File: config.mk
export PLATFORM = sky130hd
export DESIGN_NAME = dmem_arbiter_flat
export DESIGN_NICKNAME = d
export VERILOG_FILES = /design/src/rtl/dmem_arbiter_if.sv /design/src/rtl/dmem_arbiter.sv /design/src/flat_wrapper.sv
export SDC_FILE = /design/constraint.sdc
export NUM_CORES = 1
export LEC_CHECK = 0
export BUFFER_PORTS_ARGS = -buffer_cell sky130_fd_sc_hd__buf_2
export CAP_MARGIN = 20
export CORE_MARGIN = 2
export CORE_UTILIZATION = 40
export DETAILED_ROUTE_END_ITERATION = 8
export GPL_TIMING_DRIVEN = 1
export PLACE_DENSITY = 0.77
export SLEW_MARGIN = 20
export SYNTH_ARGS = -nofsm -noshare
export SYNTH_HDL_FRONTEND = slang
export SYNTH_SLANG_ARGS = --single-unit
export TNS_END_PERCENT = 1
File: constraint.sdc
create_clock -name clk -period 9.2 [get_ports clk]
set_clock_uncertainty 0.05 [all_clocks]
set_input_delay 0.92 -clock clk [delete_from_list [all_inputs] [get_ports clk]]
set_output_delay 0.92 -clock clk [all_outputs]
set_load 0.05 [all_outputs]
File: src/rtl/dmem_arbiter_if.sv
// Bus bundle between the two data-memory requesters, the arbiter and the memory.
// slave = arbiter view, master = requester/memory-environment view.
interface dmem_arbiter_if;
  logic        m0_req;
  logic        m0_we;
  logic [2:0]  m0_op;
  logic [31:0] m0_addr;
  logic [31:0] m0_wdata;
  logic        m0_gnt;
  logic        m0_rvalid;
  logic [31:0] m0_rdata;
  logic        m0_err;

  logic        m1_req;
  logic        m1_we;
  logic [2:0]  m1_op;
  logic [31:0] m1_addr;
  logic [31:0] m1_wdata;
  logic        m1_gnt;
  logic        m1_rvalid;
  logic [31:0] m1_rdata;
  logic        m1_err;

  logic [31:0] mem_addr;
  logic [2:0]  mem_op;
  logic        mem_load;
  logic        mem_store;
  logic [31:0] mem_wdata;
  logic [31:0] mem_rdata;

  modport slave (
    input  m0_req, m0_we, m0_op, m0_addr, m0_wdata,
    output m0_gnt, m0_rvalid, m0_rdata, m0_err,
    input  m1_req, m1_we, m1_op, m1_addr, m1_wdata,
    output m1_gnt, m1_rvalid, m1_rdata, m1_err,
    output mem_addr, mem_op, mem_load, mem_store, mem_wdata,
    input  mem_rdata
  );

  modport master (
    output m0_req, m0_we, m0_op, m0_addr, m0_wdata,
    input  m0_gnt, m0_rvalid, m0_rdata, m0_err,
    output m1_req, m1_we, m1_op, m1_addr, m1_wdata,
    input  m1_gnt, m1_rvalid, m1_rdata, m1_err,
    input  mem_addr, mem_op, mem_load, mem_store, mem_wdata,
    output mem_rdata
  );
endinterface

File: src/rtl/dmem_arbiter.sv
// Two-requester round-robin data-memory arbiter: IDLE -> ISSUE -> RESP per access,
// with size/op/bounds legality checking and reset-safe store gating.
module dmem_arbiter #(
  parameter int unsigned MEM_BYTES = 256
) (
  input  logic          clk,
  input  logic          rst,
  dmem_arbiter_if.slave bus
);

  typedef enum logic [1:0] {
    IDLE  = 2'd0,
    ISSUE = 2'd1,
    RESP  = 2'd2
  } state_t;

  localparam logic [32:0] LIMIT = 33'(MEM_BYTES);

  state_t      state_q, state_d;
  logic        last_q, last_d;
  logic        sel_q, sel_d;
  logic        we_q, we_d;
  logic [2:0]  op_q, op_d;
  logic [31:0] addr_q, addr_d;
  logic [31:0] wdata_q, wdata_d;
  logic [31:0] rdata_q, rdata_d;
  logic        err_q, err_d;

  logic [32:0] size;
  logic [32:0] end_addr;
  logic        illegal;

  always_comb begin
    state_d = state_q;
    last_d  = last_q;
    sel_d   = sel_q;
    we_d    = we_q;
    op_d    = op_q;
    addr_d  = addr_q;
    wdata_d = wdata_q;
    rdata_d = rdata_q;
    err_d   = err_q;

    bus.m0_gnt    = 1'b0;
    bus.m1_gnt    = 1'b0;
    bus.m0_rvalid = 1'b0;
    bus.m1_rvalid = 1'b0;
    bus.m0_rdata  = '0;
    bus.m1_rdata  = '0;
    bus.m0_err    = 1'b0;
    bus.m1_err    = 1'b0;
    bus.mem_addr  = '0;
    bus.mem_op    = '0;
    bus.mem_load  = 1'b0;
    bus.mem_store = 1'b0;
    bus.mem_wdata = '0;

    case (op_q)
      3'd0, 3'd4: size = 33'd1;
      3'd1, 3'd5: size = 33'd2;
      3'd2:       size = 33'd4;
      default:    size = 33'd0;
    endcase
    // 33-bit sum so an address near 2^32 cannot wrap back into range
    end_addr = {1'b0, addr_q} + size;
    illegal  = (op_q inside {3'd3, 3'd6, 3'd7}) ||
               (we_q && (op_q inside {3'd4, 3'd5})) ||
               (end_addr > LIMIT);

    case (state_q)
      IDLE: begin
        if (bus.m0_req || bus.m1_req) begin
          state_d = ISSUE;
          sel_d   = (bus.m0_req && bus.m1_req) ? ~last_q : bus.m1_req;
          last_d  = sel_d;
          if (sel_d) begin
            we_d    = bus.m1_we;
            op_d    = bus.m1_op;
            addr_d  = bus.m1_addr;
            wdata_d = bus.m1_wdata;
          end else begin
            we_d    = bus.m0_we;
            op_d    = bus.m0_op;
            addr_d  = bus.m0_addr;
            wdata_d = bus.m0_wdata;
          end
        end
      end
      ISSUE: begin
        state_d       = RESP;
        err_d         = illegal;
        rdata_d       = (!illegal && !we_q) ? bus.mem_rdata : '0;
        bus.m0_gnt    = !sel_q;
        bus.m1_gnt    = sel_q;
        bus.mem_addr  = addr_q;
        bus.mem_op    = op_q;
        bus.mem_wdata = wdata_q;
        bus.mem_load  = !illegal && !we_q;
        bus.mem_store = !illegal && we_q && !rst;
      end
      RESP: begin
        state_d = IDLE;
        // A reset arriving during the response cycle suppresses it entirely
        if (!rst) begin
          bus.m0_rvalid = !sel_q;
          bus.m1_rvalid = sel_q;
          bus.m0_rdata  = sel_q ? '0 : rdata_q;
          bus.m1_rdata  = sel_q ? rdata_q : '0;
          bus.m0_err    = !sel_q && err_q;
          bus.m1_err    = sel_q && err_q;
        end
      end
      default: state_d = IDLE;
    endcase
  end

  always_ff @(posedge clk) begin
    if (rst) begin
      state_q <= IDLE;
      last_q  <= 1'b1;
      sel_q   <= 1'b0;
      we_q    <= 1'b0;
      op_q    <= '0;
      addr_q  <= '0;
      wdata_q <= '0;
      rdata_q <= '0;
      err_q   <= 1'b0;
    end else begin
      state_q <= state_d;
      last_q  <= last_d;
      sel_q   <= sel_d;
      we_q    <= we_d;
      op_q    <= op_d;
      addr_q  <= addr_d;
      wdata_q <= wdata_d;
      rdata_q <= rdata_d;
      err_q   <= err_d;
    end
  end

endmodule

File: src/flat_wrapper.sv
// flat-port wrapper written by rule: the top's interface ports become plain ports
module dmem_arbiter_flat 
#(
  parameter int unsigned MEM_BYTES = 256
)
  (clk, rst, bus_m0_req, bus_m0_we, bus_m0_op, bus_m0_addr, bus_m0_wdata, bus_m0_gnt, bus_m0_rvalid, bus_m0_rdata, bus_m0_err, bus_m1_req, bus_m1_we, bus_m1_op, bus_m1_addr, bus_m1_wdata, bus_m1_gnt, bus_m1_rvalid, bus_m1_rdata, bus_m1_err, bus_mem_addr, bus_mem_op, bus_mem_load, bus_mem_store, bus_mem_wdata, bus_mem_rdata);
  dmem_arbiter_if bus_i ();
  input  logic clk;
  input  logic rst;
  input wire logic [$bits(bus_i.m0_req)-1:0] bus_m0_req;
  input wire logic [$bits(bus_i.m0_we)-1:0] bus_m0_we;
  input wire logic [$bits(bus_i.m0_op)-1:0] bus_m0_op;
  input wire logic [$bits(bus_i.m0_addr)-1:0] bus_m0_addr;
  input wire logic [$bits(bus_i.m0_wdata)-1:0] bus_m0_wdata;
  output wire logic [$bits(bus_i.m0_gnt)-1:0] bus_m0_gnt;
  output wire logic [$bits(bus_i.m0_rvalid)-1:0] bus_m0_rvalid;
  output wire logic [$bits(bus_i.m0_rdata)-1:0] bus_m0_rdata;
  output wire logic [$bits(bus_i.m0_err)-1:0] bus_m0_err;
  input wire logic [$bits(bus_i.m1_req)-1:0] bus_m1_req;
  input wire logic [$bits(bus_i.m1_we)-1:0] bus_m1_we;
  input wire logic [$bits(bus_i.m1_op)-1:0] bus_m1_op;
  input wire logic [$bits(bus_i.m1_addr)-1:0] bus_m1_addr;
  input wire logic [$bits(bus_i.m1_wdata)-1:0] bus_m1_wdata;
  output wire logic [$bits(bus_i.m1_gnt)-1:0] bus_m1_gnt;
  output wire logic [$bits(bus_i.m1_rvalid)-1:0] bus_m1_rvalid;
  output wire logic [$bits(bus_i.m1_rdata)-1:0] bus_m1_rdata;
  output wire logic [$bits(bus_i.m1_err)-1:0] bus_m1_err;
  output wire logic [$bits(bus_i.mem_addr)-1:0] bus_mem_addr;
  output wire logic [$bits(bus_i.mem_op)-1:0] bus_mem_op;
  output wire logic [$bits(bus_i.mem_load)-1:0] bus_mem_load;
  output wire logic [$bits(bus_i.mem_store)-1:0] bus_mem_store;
  output wire logic [$bits(bus_i.mem_wdata)-1:0] bus_mem_wdata;
  input wire logic [$bits(bus_i.mem_rdata)-1:0] bus_mem_rdata;
  assign bus_i.m0_req = bus_m0_req;
  assign bus_i.m0_we = bus_m0_we;
  assign bus_i.m0_op = bus_m0_op;
  assign bus_i.m0_addr = bus_m0_addr;
  assign bus_i.m0_wdata = bus_m0_wdata;
  assign bus_m0_gnt = bus_i.m0_gnt;
  assign bus_m0_rvalid = bus_i.m0_rvalid;
  assign bus_m0_rdata = bus_i.m0_rdata;
  assign bus_m0_err = bus_i.m0_err;
  assign bus_i.m1_req = bus_m1_req;
  assign bus_i.m1_we = bus_m1_we;
  assign bus_i.m1_op = bus_m1_op;
  assign bus_i.m1_addr = bus_m1_addr;
  assign bus_i.m1_wdata = bus_m1_wdata;
  assign bus_m1_gnt = bus_i.m1_gnt;
  assign bus_m1_rvalid = bus_i.m1_rvalid;
  assign bus_m1_rdata = bus_i.m1_rdata;
  assign bus_m1_err = bus_i.m1_err;
  assign bus_mem_addr = bus_i.mem_addr;
  assign bus_mem_op = bus_i.mem_op;
  assign bus_mem_load = bus_i.mem_load;
  assign bus_mem_store = bus_i.mem_store;
  assign bus_mem_wdata = bus_i.mem_wdata;
  assign bus_i.mem_rdata = bus_mem_rdata;
  dmem_arbiter #(.MEM_BYTES(MEM_BYTES)) u_core (.clk(clk), .rst(rst), .bus(bus_i));
endmodule
# Word-level counts from Yosys, hierarchy flattened
# Cells that the tools add are included.
dict set report op_classes {
  addsub 1
  bitwise_logic 1
  div_mod_pow 0
  n_lt_le_gt_ge 1
  n_mul 0
  eq_ne 10
  n_mux 30
  shifts 0
  reduce_logical 21
}
# operator count
set op_table {}
lappend op_table {{2-to-1 mux 32 bit} 11}
lappend op_table {{adder 32 x 3 -> 33 bit} 1}
lappend op_table {{greater-than comparator 33 x 9 -> 1 bit (second input constant)} 1}
lappend op_table {{2-to-1 mux 1 bit} 14}
lappend op_table {{equality test 3 bit (second input constant)} 4}
lappend op_table {{case mux 3 bit (3 select lines)} 1}
lappend op_table {{logical AND 1 bit} 7}
lappend op_table {{equality test 3 x 2 -> 1 bit (second input constant)} 2}
lappend op_table {{2-to-1 mux 3 bit} 2}
lappend op_table {{zero test 1 bit} 4}
lappend op_table {{case mux 2 bit (2 select lines)} 1}
lappend op_table {{OR reduction 2 bit} 2}
lappend op_table {{equality test 3 x 1 -> 1 bit (second input constant)} 1}
lappend op_table {{zero test 3 bit} 1}
lappend op_table {{logical OR 1 bit} 3}
lappend op_table {{nonzero test 3 bit} 1}
lappend op_table {{equality test 2 x 1 -> 1 bit (second input constant)} 1}
lappend op_table {{equality test 2 bit (second input constant)} 1}
lappend op_table {{zero test 2 bit} 1}
lappend op_table {{2-to-1 mux 2 bit} 1}
lappend op_table {{!= test 2 x 1 -> 1 bit (second input constant)} 1}
lappend op_table {{AND reduction 2 bit} 1}
lappend op_table {{nonzero test 2 bit} 1}
lappend op_table {{inverter 1 bit} 1}
dict set report word_totals {
  mem_bits_rw 0
  rom_bits 0
  latchBits 0
  memories 0
  regBits 105
}

# Logic depth before layout (Yosys ltp)
# Gate-level depths: netlist of run 1.
dict set report depth {
  ltp_word 10
  ltp_mapped 11
  ltp_nobuf 10
}

# Worst setup path after synthesis of run 1
# Ideal clock, no wire load.
dict set report synth_timing {
  kind {reg-to-output}
  startpoint {reg u_core.op_q[0]}
  endpoint {out bus_mem_load}
  path_buffers 1
  path_stages_with_launch 12
  setup_slack_ns 4.791
  required_ns 8.230
  t_arrival_ns 3.439
  path_cell_list {dfxtp_1 > nor2_1 > ha_1 > fa_1 > a21o_1 > nand2_1 > nor4_4 > o211ai_1 > a22o_1 > buf_6 > or4b_4 > nor3_1}
}
dict set report synth_via {
  elab_chain_len 9
}
# element line_no
set synth_lines {}
lappend synth_lines {{start: declaration} dmem_arbiter.sv:23} ;# logic [2:0] op_q, op_d;
lappend synth_lines {{start signal: assignment} dmem_arbiter.sv:133} ;# op_q <= op_d;
lappend synth_lines {{equality test 3 x 1 -> 1 bit, or another cell as far along} dmem_arbiter.sv:58} ;# case (op_q)
lappend synth_lines {{OR reduction 2 bit} dmem_arbiter.sv:58}
lappend synth_lines {{case mux 3 bit (3 select lines)} dmem_arbiter.sv:58}
lappend synth_lines {{adder 32 x 3 -> 33 bit} dmem_arbiter.sv:65} ;# end_addr = {1'b0, addr_q} + size;
lappend synth_lines {{greater-than comparator 33 x 9 -> 1 bit} dmem_arbiter.sv:68} ;# (end_addr > LIMIT);
lappend synth_lines {{logical OR 1 bit *} dmem_arbiter.sv:67} ;# (we_q && (op_q inside {3'd4, 3'd5})) ||
lappend synth_lines {{zero test 1 bit *} dmem_arbiter.sv:98} ;# bus.mem_load = !illegal && !we_q;
lappend synth_lines {{logical AND 1 bit *} dmem_arbiter.sv:98}
lappend synth_lines {{2-to-1 mux 1 bit *} dmem_arbiter.sv:70} ;# case (state_q)
lappend synth_lines {{end: declaration} flat_wrapper.sv:30} ;# output wire logic [$bits(bus_i.mem_load)-1:0] bus_mem_load;
# Every way passes the cells marked *; elsewhere a longest branch is shown, timed or not.

# Final worst setup path of run 1
dict set report layout_timing {
  startpoint {reg u_core.op_q[0]}
  endpoint {out bus_mem_store}
}
dict set report layout_via {
  elab_chain_len 10
}
# element line_no
set layout_lines {}
lappend layout_lines {{equality test 3 x 1 -> 1 bit, or another cell as far along} dmem_arbiter.sv:58}
lappend layout_lines {{OR reduction 2 bit} dmem_arbiter.sv:58}
lappend layout_lines {{case mux 3 bit (3 select lines)} dmem_arbiter.sv:58}
lappend layout_lines {{adder 32 x 3 -> 33 bit} dmem_arbiter.sv:65}
lappend layout_lines {{greater-than comparator 33 x 9 -> 1 bit} dmem_arbiter.sv:68}
lappend layout_lines {{logical OR 1 bit *} dmem_arbiter.sv:67}
lappend layout_lines {{zero test 1 bit *} dmem_arbiter.sv:99} ;# bus.mem_store = !illegal && we_q && !rst;
lappend layout_lines {{logical AND 1 bit * (2 in series)} dmem_arbiter.sv:99}
lappend layout_lines {{2-to-1 mux 1 bit *} dmem_arbiter.sv:70}
lappend layout_lines {{end: declaration} flat_wrapper.sv:31} ;# output wire logic [$bits(bus_i.mem_store)-1:0] bus_mem_store;
# Marked as above.

==> flow_summary.ini, run 1 <==
[setup_path]
crit_type = reg2out
rr_startpoint = u_core.op_q[1]
cp-start-kind = register
crit_arrival_ps = 3640
crit_start = u_core.op_q[0]
required_ps = 8230
r2r_slack_ps = 5740
end_kind = output port
path_max_fanout = 34

[timing]
fin_crit_ps = 4609
maxSlewHeadroom = 0.3454
hold_violations = 0
finalSetupViolCount = 0
finalCritPeriodShare = 0.5010
timing.fmax_mhz = 217.0
finalSetupTns_ps = 0
rsz0062_at_grt = no
worst_slew_pin_slew_ps = 981.9
slew_violations = 0

[finish]
antenna_cells = 0
layout.cells.non_filler = 1223
fillers = 1443
nets = 1206
area_growth_pct = 30.51
drive_above_1_share = 0.3401
final_util = 0.5344
design_area_um2 = 8124

[floorplanning]
fp.dieH_um = 128.7
dieArea_um2 = 16580
start_util = 0.4095
design.portCount = 311
die_w_um = 128.7
rows = 45
coreArea_um2 = 15200

[grt]
grt_max_degree = 109
grt_overflow = 0
track_usage = 0.2138
antenna_found_initial = 0
grt_pass1_wl_um = 27950
grt_pass1_vias = 5532

[flow_run]
drv_cap = 0

[power]
p_clk_frac = 0.303
p_leak_nw = 3.850
powerDensity_nw_per_um2 = 149.2
pwr-share-seq = 0.440
p_comb_frac = 0.258
power_mw = 1.212
p_int_mw = 0.8022
p_sw_mw = 0.4099
vdd_drop_max_mv = 0.08566
p_sw_frac = 0.3382

[hold_path]
worstHoldPathType = reg2reg
worstHoldStart = u_core.rdata_q[3]

[route]
drc = 0
final_antenna_net_count = 0
first_pass_iters = 4
first_iter_violations = 256
drt_wl_total_um = 18260
vias = 6240
viasPerCell = 5.102
wire_per_inst_um = 14.93

[placement]
gp_congestion = 0.8919
place_inst = 1206
postPlaceCellArea_um2 = 7828
hpwl_um = 14070
io_buffers = 310

[yosys]
syn_area_um2 = 6225
seq_area_frac_synth = 0.3377
synth_warnings = 0
synthCells = 766
synth_edf_count = 0
synth_seq_cells = 105
synthArstFlopShare = 0
syn_area_per_cell_um2 = 8.126
synth_fp_nets = 942
yosysTopAreaCell = dfxtp_1
synth_area_leaders = dfxtp_1 34%, and2_1 13%, mux2i_1 12%
ys.flop_type = dfxtp_1
synth_top_area_share = 0.3377
ys_types = 56

[clocking]
post_cts_buffers = 0
cts_htree_levels = 3
cts.sinks = 105
clkLatencyLatePin_ps = 350
root_buffer = clkbuf_16
clk_path_buf_depth = 2
cts_hold_buf = 0
cts_tree = built
post_cts_resized = 0
cts_buffers = 9
clk_pin_slew_ps = 70

[run_status]
status = finished clean
==> worst max-delay path, stage by stage (launching register included) <==
cell	delay, ps
dfxtp_1	350
nor2_1	120
ha_1	240
fa_1	260
a21o_1	250
nand2_1	150
nor4_4	330
o211ai_1	120
a22o_1	210
buf_4	230
or4b_4	520
nor4b_2	200
buf_2	300
==> flip-flops by register name, indices dropped and copies added (netlist names) <==
register / cells
u_core.state_q: 2
u_core.wdata_q: 32
u_core.last_q: 1
u_core.sel_q: 1
u_core.err_q: 1
u_core.rdata_q: 32
u_core.addr_q: 32
u_core.op_q: 3
u_core.we_q: 1
==> stage by stage <==
stage | setup slack [ps] | hold slack, ps
after floorplan | 4791 | 380.6
after global placement | 5043 | 390.8
after detailed placement | 4984 | 403.1
after CTS | 4592 | 413.7
after global routing | 4229 | 428.4
final | 4591 | 410.2
==> power by group through the flow <==
stage | Clock, mW | Sequential (mW) | Combinational [mW]
3_3_place_gp | 0 | 0.542 | 0.311
3_5_place_dp | 0 | 0.543 | 0.314
6_report | 0.367 | 0.533 | 0.312
5_1_grt | 0.396 | 0.539 | 0.346
4_1_cts | 0.379 | 0.532 | 0.314
2_1_floorplan | 0 | 0.525 | 0.230
==> layout by cell type, fill, tap and decap left out, drive strengths merged, types with 11 or more instances in the layout <==
| master | n |
|---|---|
| buf | 317 |
| and2 | 132 |
| dfxtp | 105 |
| nor2 | 86 |
| nand2 | 83 |
| mux2i | 72 |
| a211oi | 69 |
| o31ai | 32 |
| nand3 | 16 |
| nor4 | 12 |
| clkbuf | 12 |
| o21ai | 11 |
==> cells in the mapped netlist (5+ instances only) <==
cell and instances:
and2_1 132, dfxtp_1 105, nor2_1 86, nand2_1 82, mux2i_1 72, a211oi_1 69
clkbuf_1 45, o31ai_1 32, nand3_1 13, o21ai_0 11, nand4_1 9, nor4_1 9
buf_1 7, buf_4 6, nor3_1 6, or3_1 5
==> worst paths after layout <==
kind	endpoint	cells past startpoint
setup / recovery	bus_mem_store	12
setup reg to reg	u_core.rdata_q[12]	9
hold reg to reg	u_core.rdata_q[3]	2
hold / removal	u_core.rdata_q[3]	2
==> kinds of logic after synthesis <==
| logic type | count (synthesis) | share of synthesized area |
|---|---|---|
| flip-flops | 105 | 0.3377 |
| AO/OA/AOI/OAI | 135 | 0.1582 |
| multiplexers | 73 | 0.1176 |
| adder cells (fa/ha/maj) | 4 | 0.009247 |
| buffers and inverters | 69 | 0.04965 |
| AND/OR/NAND/NOR | 376 | 0.3220 |
| XOR/XNOR | 4 | 0.005629 |
==> cell type report <==
type                            instances  area, µm²  share of cell area
Clock buffer                           11      242.7             0.02988
Clock inverter                          5      40.04            0.004928
Inverter                                4      15.01            0.001848
Multi-Input combinational cell        592       3871              0.4765
Sequential cell                       105       2102              0.2587
Tap cell                              188      235.2             0.02895
Timing Repair Buffer                  318       1618              0.1991
==> metal layers <==
metal | vias to the layer above | global-route usage | wire length [µm]
li1 | 3229 | - | -
met1 | 2729 | 0.2601 | 7833
met3 | 26 | 0.04906 | 1356
met2 | 256 | 0.3685 | 8647
met5 | - | 0 | 0
met4 | 0 | 0.07992 | 422
Note: power is estimated with default switching activity, not from simulation.
==> inputs of run 2 (changes only) <==
==> constraint.sdc (replaced) <==
create_clock -name clk -period 4.8 [get_ports clk]
set_clock_uncertainty 0.05 [all_clocks]
set_input_delay 0.48 -clock clk [delete_from_list [all_inputs] [get_ports clk]]
set_output_delay 0.48 -clock clk [all_outputs]
set_load 0.05 [all_outputs]
==> run 2 against run 1 <==
Sequential share of layout area down 0.14 points. Flip-flop and latch count unchanged. Count of clock-buffer cells in the layout down 2. Final area up 0.55%. Critical path depth unchanged. Via count up 0.79%. Non-clock buffer count up 1. Sequential power up 91%. First-iteration DRC count down 3.1%. Cell count about the same. Routed wire length up 2.7%. Critical path type unchanged. Critical endpoint unchanged.
==> flow_summary.ini, run 2 (synthesized netlist as in run 1, its figures left out) <==
[floorplanning]
die_w_um = 128.7
dieArea_um2 = 16580
design.portCount = 311
fp.dieH_um = 128.7
rows = 45
start_util = 0.4095
coreArea_um2 = 15200

[hold_path]
whs_path_depth = 3
worstHoldStart = bus_mem_rdata[28]
worstHoldPathType = in2reg

[clocking]
cts_htree_levels = 3
cts_buffers = 9
post_cts_buffers = 0
clkLatencyLatePin_ps = 350
clk_path_buf_depth = 2
cts.sinks = 105
cts_hold_buf = 0
clk_pin_slew_ps = 70
post_cts_resized = 0
cts_tree = built
root_buffer = clkbuf_16

[setup_path]
crit_start = u_core.op_q[0]
cpMaxStageDelayCell = or4b_4
ff2ff_path_depth = 9
path_max_fanout = 34
path_cells = nor2_1 > ha_1 > fa_1 > a21o_1 > nand2_1 > nor4_4 > o211ai_1 > a22o_1 > buf_4 > or4b_4 > nor4b_2 > buf_2
cp-start-kind = register
path_buf_inv = 2
cp_top_family = simple AND/OR/NAND/NOR gates
crit_arrival_ps = 3680
critical_path.max_stage_delay_ps = 530
worstSetupPathDepth = 12
end_kind = output port
rr_startpoint = u_core.op_q[1]
required_ps = 4270
crit_type = reg2out

[grt]
grt_pass1_vias = 5537
grt_max_degree = 93
track_usage = 0.2183
grt_overflow = 0
grt_pass1_wl_um = 28610
antenna_found_initial = 0

[timing]
hold_violations = 0
slew_violations = 0
maxSlewHeadroom = 0.3982
finalSetupViolCount = 0
finalCritPeriodShare = 0.8765
finalSetupTns_ps = 0
rsz0062_at_grt = no
fin_crit_ps = 4207
worst_slew_pin_slew_ps = 902.8
timing.fmax_mhz = 237.7

[power]
vdd_drop_max_mv = 0.1650
p_leak_nw = 3.876
powerDensity_nw_per_um2 = 293.2

[finish]
layout.cells.non_filler = 1224
nets = 1207
layout_commonest_cell = buf_2
drive_above_1_share = 0.3417
antenna_cells = 0
reg_top3 = u_core.addr_q: 32 flops, u_core.rdata_q: 32 flops, u_core.wdata_q: 32 flops
final_cell_mix = 310 x buf_2, 132 x and2_1, 105 x dfxtp_1, 84 x nor2_1, 82 x nand2_1
area_growth_pct = 31.24
final_util = 0.5374
design_area_um2 = 8169

[route]
wire_per_inst_um = 15.32
drc = 0
drt_wl_total_um = 18750
viasPerCell = 5.138
first_iter_violations = 248
vias = 6289
final_antenna_net_count = 0
first_pass_iters = 4

[run_status]
status = finished clean

[placement]
hpwl_um = 14460
place_inst = 1207
io_buffers = 310
gp_congestion = 0.9423
postPlaceCellArea_um2 = 7843

[flow_run]
drv_cap = 0
## run 2: stage by stage
stage / worst slack (ps) / hold WS [ps] / power [mW]
floorplan: 830.9 / 380.6 / 1.447
global placement: 1006 / 392.4 / 1.641
detailed placement: 980.1 / 400.5 / 1.648
CTS: 594.3 / 299.3 / 2.421
global route: 363.3 / 304.2 / 2.523
finish: 592.8 / 314.0 / 2.395
## run 2: path summary, 6_finish.rpt
check,to,slack [ps]
setup / recovery,bus_mem_store,590
hold / removal,u_core.rdata_q[28],310
setup reg to reg,u_core.rdata_q[10],1310
hold reg to reg,u_core.rdata_q[19],410
## run 2: power breakdown
part,total (mW),switching (mW),internal (mW)
Sequential,1.02,0.0794,0.942
Combinational,0.603,0.377,0.226
Clock,0.770,0.355,0.416
Total,2.40,0.811,1.58
## run 2: routing by layer
metal	vias up	GRT usage	share of wire
met5	-	0	0
met4	0	0.07737	0.017
met3	17	0.03119	0.061
met2	245	0.3732	0.48
met1	2799	0.2817	0.44
li1	3228	-	-
## run 2: worst reg2reg max path: cells and delay by family (launching register included)
kind | cells | cell delay (ps)
compound gates | 3 | 1050
fa+ha+maj | 1 | 330
flops | 1 | 410
simple gates | 5 | 1550
## run 2: layout make-up
| type | instances | area, µm² |
|---|---|---|
| Clock buffer | 9 | 225.2 |
| Clock inverter | 7 | 87.58 |
| Fill cell | 1479 | 7033 |
| Inverter | 4 | 15.01 |
| Multi-Input combinational cell | 592 | 3866 |
| Sequential cell | 105 | 2102 |
| Tap cell | 188 | 235.2 |
| Timing Repair Buffer | 319 | 1638 |
